<file path="src/rtl/conv_pkg.sv">
// Shared types and helpers for the conv_core_mode convolution engine:
// output-mode and FSM state encodings plus the output-range calculation.
package conv_pkg;

    typedef enum logic [1:0] {
        MODE_FULL  = 2'd0,
        MODE_SAME  = 2'd1,
        MODE_VALID = 2'd2
    } mode_e;

    typedef enum logic [2:0] {
        IDLE  = 3'd0,
        CHECK = 3'd1,
        SETUP = 3'd2,
        MAC   = 3'd3,
        DRAIN = 3'd4,
        WRITE = 3'd5,
        FIN   = 3'd6
    } state_e;

    typedef struct packed {
        logic [31:0] len;
        logic [31:0] k0;
    } out_range_t;

    // Number of output samples and the first k index for a given mode.
    function automatic out_range_t conv_out_range(input logic [1:0] mode,
                                                  input logic [31:0] sx,
                                                  input logic [31:0] sy);
        out_range_t r;
        r.len = 32'd0;
        r.k0  = 32'd0;
        case (mode)
            MODE_FULL: begin
                r.len = sx + sy - 32'd1;
                r.k0  = 32'd0;
            end
            MODE_SAME: begin
                r.len = sx;
                r.k0  = (sy - 32'd1) >> 32'd1;
            end
            MODE_VALID: begin
                r.len = sx - sy + 32'd1;
                r.k0  = sy - 32'd1;
            end
            default: begin
                r.len = 32'd0;
                r.k0  = 32'd0;
            end
        endcase
        return r;
    endfunction

endpackage

</file>
<file path="src/rtl/conv_mac.sv">
// Registered multiply-accumulate for conv_core_mode, with the reduction of the
// accumulator to DATA_W bits (saturating when CONV_SAT_EN is defined).
module conv_mac
    import conv_pkg::*;
#(
    parameter int DATA_W = 32,
    parameter int ACC_W  = 70
) (
    input  logic              clk,
    input  logic              rst,
    input  logic              clr,
    input  logic              en,
    input  logic [DATA_W-1:0] a,
    input  logic [DATA_W-1:0] b,
    output logic [DATA_W-1:0] res
`ifdef CONV_SAT_EN
    ,
    output logic              res_sat
`endif
);

    logic [2*DATA_W-1:0] prod_s;
    logic [ACC_W-1:0]    sum_s;
    logic [ACC_W-1:0]    acc_r;
    logic [DATA_W-1:0]   res_next_s;
    logic [DATA_W-1:0]   res_r;
`ifdef CONV_SAT_EN
    logic                ovf_s;
    logic                sat_r;
`endif

    // Next accumulator value and its DATA_W-wide view.
    always_comb begin
        prod_s = a * b;
        sum_s  = acc_r + ACC_W'(prod_s);
`ifdef CONV_SAT_EN
        ovf_s = (sum_s > ACC_W'({DATA_W{1'b1}}));
        if (ovf_s) begin
            res_next_s = {DATA_W{1'b1}};
        end else begin
            res_next_s = sum_s[DATA_W-1:0];
        end
`else
        res_next_s = sum_s[DATA_W-1:0];
`endif
    end

    // The reduced result is registered alongside the sum so it is ready the cycle after the last product.
    always_ff @(posedge clk or posedge rst) begin
        if (rst) begin
            acc_r <= {ACC_W{1'b0}};
            res_r <= {DATA_W{1'b0}};
`ifdef CONV_SAT_EN
            sat_r <= 1'b0;
`endif
        end else if (clr) begin
            acc_r <= {ACC_W{1'b0}};
        end else if (en) begin
            acc_r <= sum_s;
            res_r <= res_next_s;
`ifdef CONV_SAT_EN
            sat_r <= ovf_s;
`endif
        end
    end

    assign res = res_r;
`ifdef CONV_SAT_EN
    assign res_sat = sat_r;
`endif

endmodule

</file>
<file path="src/rtl/conv_core_mode.sv">
// 1-D convolution engine (FULL/SAME/VALID) driving external X/Y/Z RAMs.
// Optional saturating output and sticky `sat` status when CONV_SAT_EN is defined.
module conv_core_mode
    import conv_pkg::*;
#(
    parameter int DATA_W  = 32,
    parameter int ADDR_W  = 6,
    parameter int SIZE_W  = ADDR_W + 1,
    parameter int ZADDR_W = ADDR_W + 1,
    parameter int ACC_W   = 2 * DATA_W + ADDR_W
) (
    input  logic               clk,
    input  logic               rst_a,
    input  logic               start,
    input  logic [1:0]         mode,
    input  logic [SIZE_W-1:0]  size_x,
    input  logic [SIZE_W-1:0]  size_y,
    output logic               x_rd,
    output logic [ADDR_W-1:0]  x_addr,
    input  logic [DATA_W-1:0]  x_data,
    output logic               y_rd,
    output logic [ADDR_W-1:0]  y_addr,
    input  logic [DATA_W-1:0]  y_data,
    output logic               z_wr,
    output logic [ZADDR_W-1:0] z_addr,
    output logic [DATA_W-1:0]  z_data,
    output logic [ZADDR_W-1:0] z_len,
    output logic               busy,
    output logic               done,
    output logic               err
`ifdef CONV_SAT_EN
    ,
    output logic               sat
`endif
);

    localparam int CW = ZADDR_W + 1;
    localparam logic [SIZE_W-1:0]  MAX_LEN = SIZE_W'(64'd1 << ADDR_W);
    localparam logic [CW-1:0]      ONE_C   = CW'(1'b1);
    localparam logic [ZADDR_W-1:0] ONE_Z   = ZADDR_W'(1'b1);
    localparam logic [ADDR_W-1:0]  ONE_A   = ADDR_W'(1'b1);

    state_e             state_r, state_next_s;
    logic [1:0]         mode_r;
    logic [SIZE_W-1:0]  sx_r, sy_r;
    logic [ZADDR_W-1:0] k_r, n_r, len_r, last_s;
    logic [ADDR_W-1:0]  i_r, hi_r, ya_r;
    logic               rd_r, rd_d_r;
    logic               z_wr_r, busy_r, done_r, err_r;
    logic [ZADDR_W-1:0] z_addr_r, z_len_r;
    logic               cfg_err_s, mac_clr_s;
    out_range_t         rng_s;
    logic [CW-1:0]      k_ext_s, sx_ext_s, sy_ext_s, i_lo_s, i_hi_s;
`ifdef CONV_SAT_EN
    logic               mac_sat_s;
    logic               sat_r;
`endif

    // Configuration check, output range and per-sample index bounds.
    always_comb begin
        cfg_err_s = (sx_r == {SIZE_W{1'b0}}) || (sy_r == {SIZE_W{1'b0}}) ||
                    (sx_r > MAX_LEN) || (sy_r > MAX_LEN) ||
                    (mode_r == 2'd3) ||
                    ((mode_r == MODE_VALID) && (sx_r < sy_r));
        rng_s    = conv_out_range(mode_r, 32'(sx_r), 32'(sy_r));
        last_s   = len_r - ONE_Z;
        k_ext_s  = CW'(k_r);
        sx_ext_s = CW'(sx_r);
        sy_ext_s = CW'(sy_r);
        // i runs over max(0, k-SY+1) .. min(k, SX-1)
        if (k_ext_s + ONE_C > sy_ext_s) begin
            i_lo_s = k_ext_s + ONE_C - sy_ext_s;
        end else begin
            i_lo_s = {CW{1'b0}};
        end
        if (k_ext_s < sx_ext_s) begin
            i_hi_s = k_ext_s;
        end else begin
            i_hi_s = sx_ext_s - ONE_C;
        end
        mac_clr_s = (state_r == WRITE) || (state_r == CHECK);
    end

    // FSM state register.
    always_ff @(posedge clk or posedge rst_a) begin
        if (rst_a) begin
            state_r <= IDLE;
        end else begin
            state_r <= state_next_s;
        end
    end

    // FSM next-state logic.
    always_comb begin
        state_next_s = state_r;
        case (state_r)
            IDLE: begin
                if (start) begin
                    state_next_s = CHECK;
                end else begin
                    state_next_s = IDLE;
                end
            end
            CHECK: begin
                if (cfg_err_s) begin
                    state_next_s = FIN;
                end else begin
                    state_next_s = SETUP;
                end
            end
            SETUP: state_next_s = MAC;
            MAC: begin
                if (i_r == hi_r) begin
                    state_next_s = DRAIN;
                end else begin
                    state_next_s = MAC;
                end
            end
            DRAIN: state_next_s = WRITE;
            WRITE: begin
                if (n_r == last_s) begin
                    state_next_s = FIN;
                end else begin
                    state_next_s = SETUP;
                end
            end
            FIN:     state_next_s = IDLE;
            default: state_next_s = IDLE;
        endcase
    end

    // Job registers, address generation and registered status/port outputs.
    always_ff @(posedge clk or posedge rst_a) begin
        if (rst_a) begin
            mode_r   <= 2'd0;
            sx_r     <= {SIZE_W{1'b0}};
            sy_r     <= {SIZE_W{1'b0}};
            k_r      <= {ZADDR_W{1'b0}};
            n_r      <= {ZADDR_W{1'b0}};
            len_r    <= {ZADDR_W{1'b0}};
            i_r      <= {ADDR_W{1'b0}};
            hi_r     <= {ADDR_W{1'b0}};
            ya_r     <= {ADDR_W{1'b0}};
            rd_r     <= 1'b0;
            rd_d_r   <= 1'b0;
            z_wr_r   <= 1'b0;
            z_addr_r <= {ZADDR_W{1'b0}};
            z_len_r  <= {ZADDR_W{1'b0}};
            busy_r   <= 1'b0;
            done_r   <= 1'b0;
            err_r    <= 1'b0;
`ifdef CONV_SAT_EN
            sat_r    <= 1'b0;
`endif
        end else begin
            rd_d_r <= rd_r;
            done_r <= 1'b0;
            z_wr_r <= 1'b0;
            case (state_r)
                IDLE: begin
                    if (start) begin
                        mode_r  <= mode;
                        sx_r    <= size_x;
                        sy_r    <= size_y;
                        busy_r  <= 1'b1;
                        err_r   <= 1'b0;
                        z_len_r <= {ZADDR_W{1'b0}};
`ifdef CONV_SAT_EN
                        sat_r   <= 1'b0;
`endif
                    end
                end
                CHECK: begin
                    if (cfg_err_s) begin
                        err_r  <= 1'b1;
                        busy_r <= 1'b0;
                        done_r <= 1'b1;
                    end else begin
                        len_r <= ZADDR_W'(rng_s.len);
                        k_r   <= ZADDR_W'(rng_s.k0);
                        n_r   <= {ZADDR_W{1'b0}};
                    end
                end
                SETUP: begin
                    i_r  <= ADDR_W'(i_lo_s);
                    hi_r <= ADDR_W'(i_hi_s);
                    ya_r <= ADDR_W'(k_ext_s - i_lo_s);
                    rd_r <= 1'b1;
                end
                MAC: begin
                    if (i_r == hi_r) begin
                        rd_r <= 1'b0;
                    end else begin
                        i_r  <= i_r + ONE_A;
                        ya_r <= ya_r - ONE_A;
                    end
                end
                DRAIN: begin
                    z_wr_r   <= 1'b1;
                    z_addr_r <= n_r;
                end
                WRITE: begin
`ifdef CONV_SAT_EN
                    sat_r <= sat_r | mac_sat_s;
`endif
                    if (n_r == last_s) begin
                        busy_r  <= 1'b0;
                        done_r  <= 1'b1;
                        z_len_r <= len_r;
                    end else begin
                        n_r <= n_r + ONE_Z;
                        k_r <= k_r + ONE_Z;
                    end
                end
                FIN: begin
                    busy_r <= 1'b0;
                end
                default: begin
                    rd_r <= 1'b0;
                end
            endcase
        end
    end

    conv_mac #(
        .DATA_W(DATA_W),
        .ACC_W (ACC_W)
    ) u_mac (
        .clk    (clk),
        .rst    (rst_a),
        .clr    (mac_clr_s),
        .en     (rd_d_r),
        .a      (x_data),
        .b      (y_data),
        .res    (z_data)
`ifdef CONV_SAT_EN
        ,
        .res_sat(mac_sat_s)
`endif
    );

    assign x_rd   = rd_r;
    assign y_rd   = rd_r;
    assign x_addr = i_r;
    assign y_addr = ya_r;
    assign z_wr   = z_wr_r;
    assign z_addr = z_addr_r;
    assign z_len  = z_len_r;
    assign busy   = busy_r;
    assign done   = done_r;
    assign err    = err_r;
`ifdef CONV_SAT_EN
    assign sat    = sat_r;
`endif

endmodule

</file>
<file path="config.mk">
export PLATFORM = sky130hd
export DESIGN_NAME = conv_core_mode
export DESIGN_NICKNAME = d
export VERILOG_FILES = /design/src/rtl/conv_pkg.sv /design/src/rtl/conv_mac.sv /design/src/rtl/conv_core_mode.sv
export SDC_FILE = /design/constraint.sdc
export NUM_CORES = 2
export LEC_CHECK = 0
export ABC_AREA = 1
export CAP_MARGIN = 20
export CORE_ASPECT_RATIO = 1.5
export CORE_MARGIN = 4
export CORE_UTILIZATION = 35
export DETAILED_ROUTE_END_ITERATION = 8
export GPL_ROUTABILITY_DRIVEN = 0
export GPL_TIMING_DRIVEN = 0
export PLACE_DENSITY_LB_ADDON = 0.08
export SYNTH_ARGS = -nofsm -noshare
export SYNTH_HDL_FRONTEND = slang
export SYNTH_SLANG_ARGS = --single-unit
</file>
<file path="constraint.sdc">
create_clock -name clk -period 7.9 [get_ports clk]
set_input_delay 2.37 -clock clk [delete_from_list [all_inputs] [get_ports clk]]
set_output_delay 2.37 -clock clk [all_outputs]
set_load 0.1 [all_outputs]
</file>
==> metrics <==
status=finished with violations; failing checks=setup timing; worst r2r src=u_mac.acc_r[18]; Post-Syn Area=25600 sq um; worst path bufs/invs=9; worst setup path endpoint=u_mac.acc_r[27]; Worst slew margin=29.5%; DRT Pass-1 Iters=7; critical setup path kind=input pin to flip-flop; RSZ-0062 raised after global routing=true; cts hold-fix bufs=0; die height=339 um; Final Critical Period=8.62 ns; synthesized instance count=3346; Most Used Layer, Global Route=met2; CTS sink cnt=142; DRC Markers=0; Initial Utilization=35.2%; worst-margin pin slew=1.05 ns; family with the most delay on the worst path=adder cells; DR vias=21500; met3 Resource Use GR=2.54%; Seq/Total Area, Yosys=13.9%; clock-pin slew on the worst setup and hold paths=0.06 ns; Num CTS Buffers=25; met2 Resource Use GR=44.9%; Clock Path Buffers=3; CP Depth=27; clock latency on the worst-skew pair=0.49 ns; GR Util All Layers=23.8%; CP Max Fanout=7; Final setup viols=28; largest net degree at the start of global routing=73; top_reg_cell synth=dfrtp_1; CTS tree=yes; Setup crit start kind=input pin; r2r endpoint=u_mac.acc_r[27]; final core occ=43.0%; Area contributors post-synth=fa_1 (35%), inv_1 (14%), dfrtp_1 (14%), nand2_1 (14%), ha_1 (8.6%); layout cells sized above 1=14.2%; DIE AREA=77500 sq um; number of synthesized flops with an enable pin=0; flop2flop setup slack=1.23 ns; Crit path required time=8.25 ns; Final Hold Viols=0; Total Wirelength=91100 um; die width=229 um; Critical Path Source=x_data[17]; first-pass GRT wire length=140000 um; DP HPWL=76300 um; Fill cells=7368; worst hold path class=flip-flop to flip-flop; 1st-iter DRT viols=1005; worst path arrival time=8.97 ns; hold path depth=2; ANT cells=0; gr ovfl total=0; Ports=147; CP endpoint kind=flip-flop; initial antenna violation count=0; syn_nets=4049; worst-case reg-to-reg path depth=26; PortBufs=120; Rows=121; max-slew violations=0; slack of the critical path=-0.721 ns; final worst path period share=109%; Syn Area/Cell=7.64 sq um; met1 GRT Util=24.7%; Nets=4275; Yosys top cell by area=fa_1; Seq cells post-synth=142; Yosys cell types=58; via/cell ratio=4.78; Layout area overhead=21.9%; max capacitance violation total=0; CP peak stage delay=0.56 ns; Async SR Flop Fraction=100%; top-area cell type share of the netlist area=34.8%; Post-Route Skew=0.0148 ns; vias in the first global route=23922; core area=72500 sq um; Slowest-stage cell, CP=fa_1; Fmax=116 MHz; WL/cell=20.3 um; synth warn=0; post-route ant nets=0; Clock Tree Root=clkbuf_16; H-tree Lvls=4; critical path's most frequent cell=fa_1
-- synth_stat cells (8+ instances only) --
cell type  number
clkbuf_1       83
inv_1         951
inv_2          23
nand4_1        10
nand3_1        76
nor3_1         10
fa_1          444
buf_4          12
nor2_1         94
a31oi_1         9
ha_1          176
o21ai_1        23
nand2_2        15
o21ai_0        92
nand2_1       927
a21oi_1        88
dfrtp_1       142
xnor2_1        17
buf_1           8
xor2_1         39
buf_2          20
-- cells in the final DEF (no fill, tap or decap), types with 20 or more instances in the layout --
master,instances
clkbuf_16,35
inv_2,71
fa_1,426
xor2_1,39
clkdlybuf4s50_1,94
o21ai_0,65
clkbuf_8,43
a21oi_1,67
inv_1,901
buf_2,20
o21ai_1,34
nand2_2,37
nor2_1,83
ha_4,32
ha_1,144
buf_4,74
nand2_1,895
dfrtp_1,142
nand3_1,67
buf_6,30
-- layout make-up --
type	instances	area, sq um	share of cell area (%)
Sequential cell	142	3550	11.4
Timing Repair Buffer	201	1930	6.19
Clock buffer	26	639	2.05
Clock inverter	5	52.6	0.169
Inverter	975	3670	11.8
Tap cell	922	1150	3.70
Multi-Input combinational cell	2102	18800	60.2
Buffer	125	1410	4.51
-- routing by layer --
metal,routed length [um],share of wire (%)
met1,31800,35
met2,48900,54
met4,7330,8.0
met3,3130,3.4
met5,0,0
-- logic make-up after synthesis --
| logic type | share of synthesized area, % |
|---|---|
| AO/OA/AOI/OAI | 5.60 |
| XOR/XNOR | 1.92 |
| adder cells (fa/ha/maj) | 43.4 |
| buffers and inverters | 16.6 |
| flip-flops | 13.9 |
| multiplexers | 0.0441 |
| AND/OR/NAND/NOR | 18.6 |
-- through the flow --
step                      cell area [sq um]  cells  hold WS [ns]  worst slack [ns]  setup TNS [ns]
after floorplan                       26300   3346         0.448            -0.326           -3.99
after global placement                28600   4388         0.465             -2.80         -182.94
after detailed placement              28700   4390         0.466             -2.77          -90.44
after CTS                             30600   4479         0.484            -0.716          -14.23
after global routing                  31200   4498         0.509            -0.910          -19.81
final                                 31200   4498         0.478            -0.721          -13.55
-- registers in the layout, summed over array words and instances (netlist names) --
| register | count |
|---|---|
| u_mac.acc_r | 32 |
| u_mac.res | 32 |
| k_r | 7 |
| len_r | 7 |
| n_r | 7 |
| sx_r | 7 |
| sy_r | 7 |
| z_addr | 7 |
| z_len | 7 |
| hi_r | 6 |
| x_addr | 6 |
| y_addr | 6 |
| state_r | 3 |
| mode_r | 2 |
| busy | 1 |
| done | 1 |
| err | 1 |
| rd_d_r | 1 |
| x_rd | 1 |
| z_wr | 1 |
-- repair_timing --
action / in CTS / in global routing
endpoints found under the setup margin: 46 / 42
resized for setup: 292 / 136
buffers inserted: 58 / 21
gates cloned: 1 / 0
pin swaps: 79 / 61
-- worst min path at each step --
| stage | start | to | slack [ns] |
|---|---|---|---|
| 2_1_floorplan | u_mac.acc_r[0] | u_mac.acc_r[0] | 0.45 |
| 3_3_place_gp | u_mac.acc_r[0] | u_mac.acc_r[0] | 0.46 |
| 3_5_place_dp | u_mac.res[25] | u_mac.res[25] | 0.47 |
| 4_1_cts | u_mac.res[28] | u_mac.res[28] | 0.48 |
| 5_1_grt | u_mac.res[30] | u_mac.res[30] | 0.51 |
| 6_report | u_mac.acc_r[29] | u_mac.acc_r[29] | 0.48 |
-- worst register-to-register path: stages, from the launching register on --
cell and delay (ns):
dfrtp_1 0.43, fa_1 0.54, fa_1 0.51, fa_1 0.53
inv_2 0.05, fa_1 0.54, inv_2 0.04, fa_1 0.51
inv_2 0.04, fa_1 0.52, inv_2 0.04, fa_1 0.50
inv_2 0.05, fa_1 0.52, inv_2 0.06, ha_4 0.25
nand2_4 0.07, inv_4 0.05, nand2_4 0.07, nand2_4 0.07
a21oi_4 0.23, nand3_4 0.14, a21o_1 0.24, buf_4 0.15
or2_1 0.22, nand3_2 0.08, o21ai_1 0.07
Power is not shown: default switching activity piles up to over one toggle a cycle in this logic, so the estimate is an artifact.
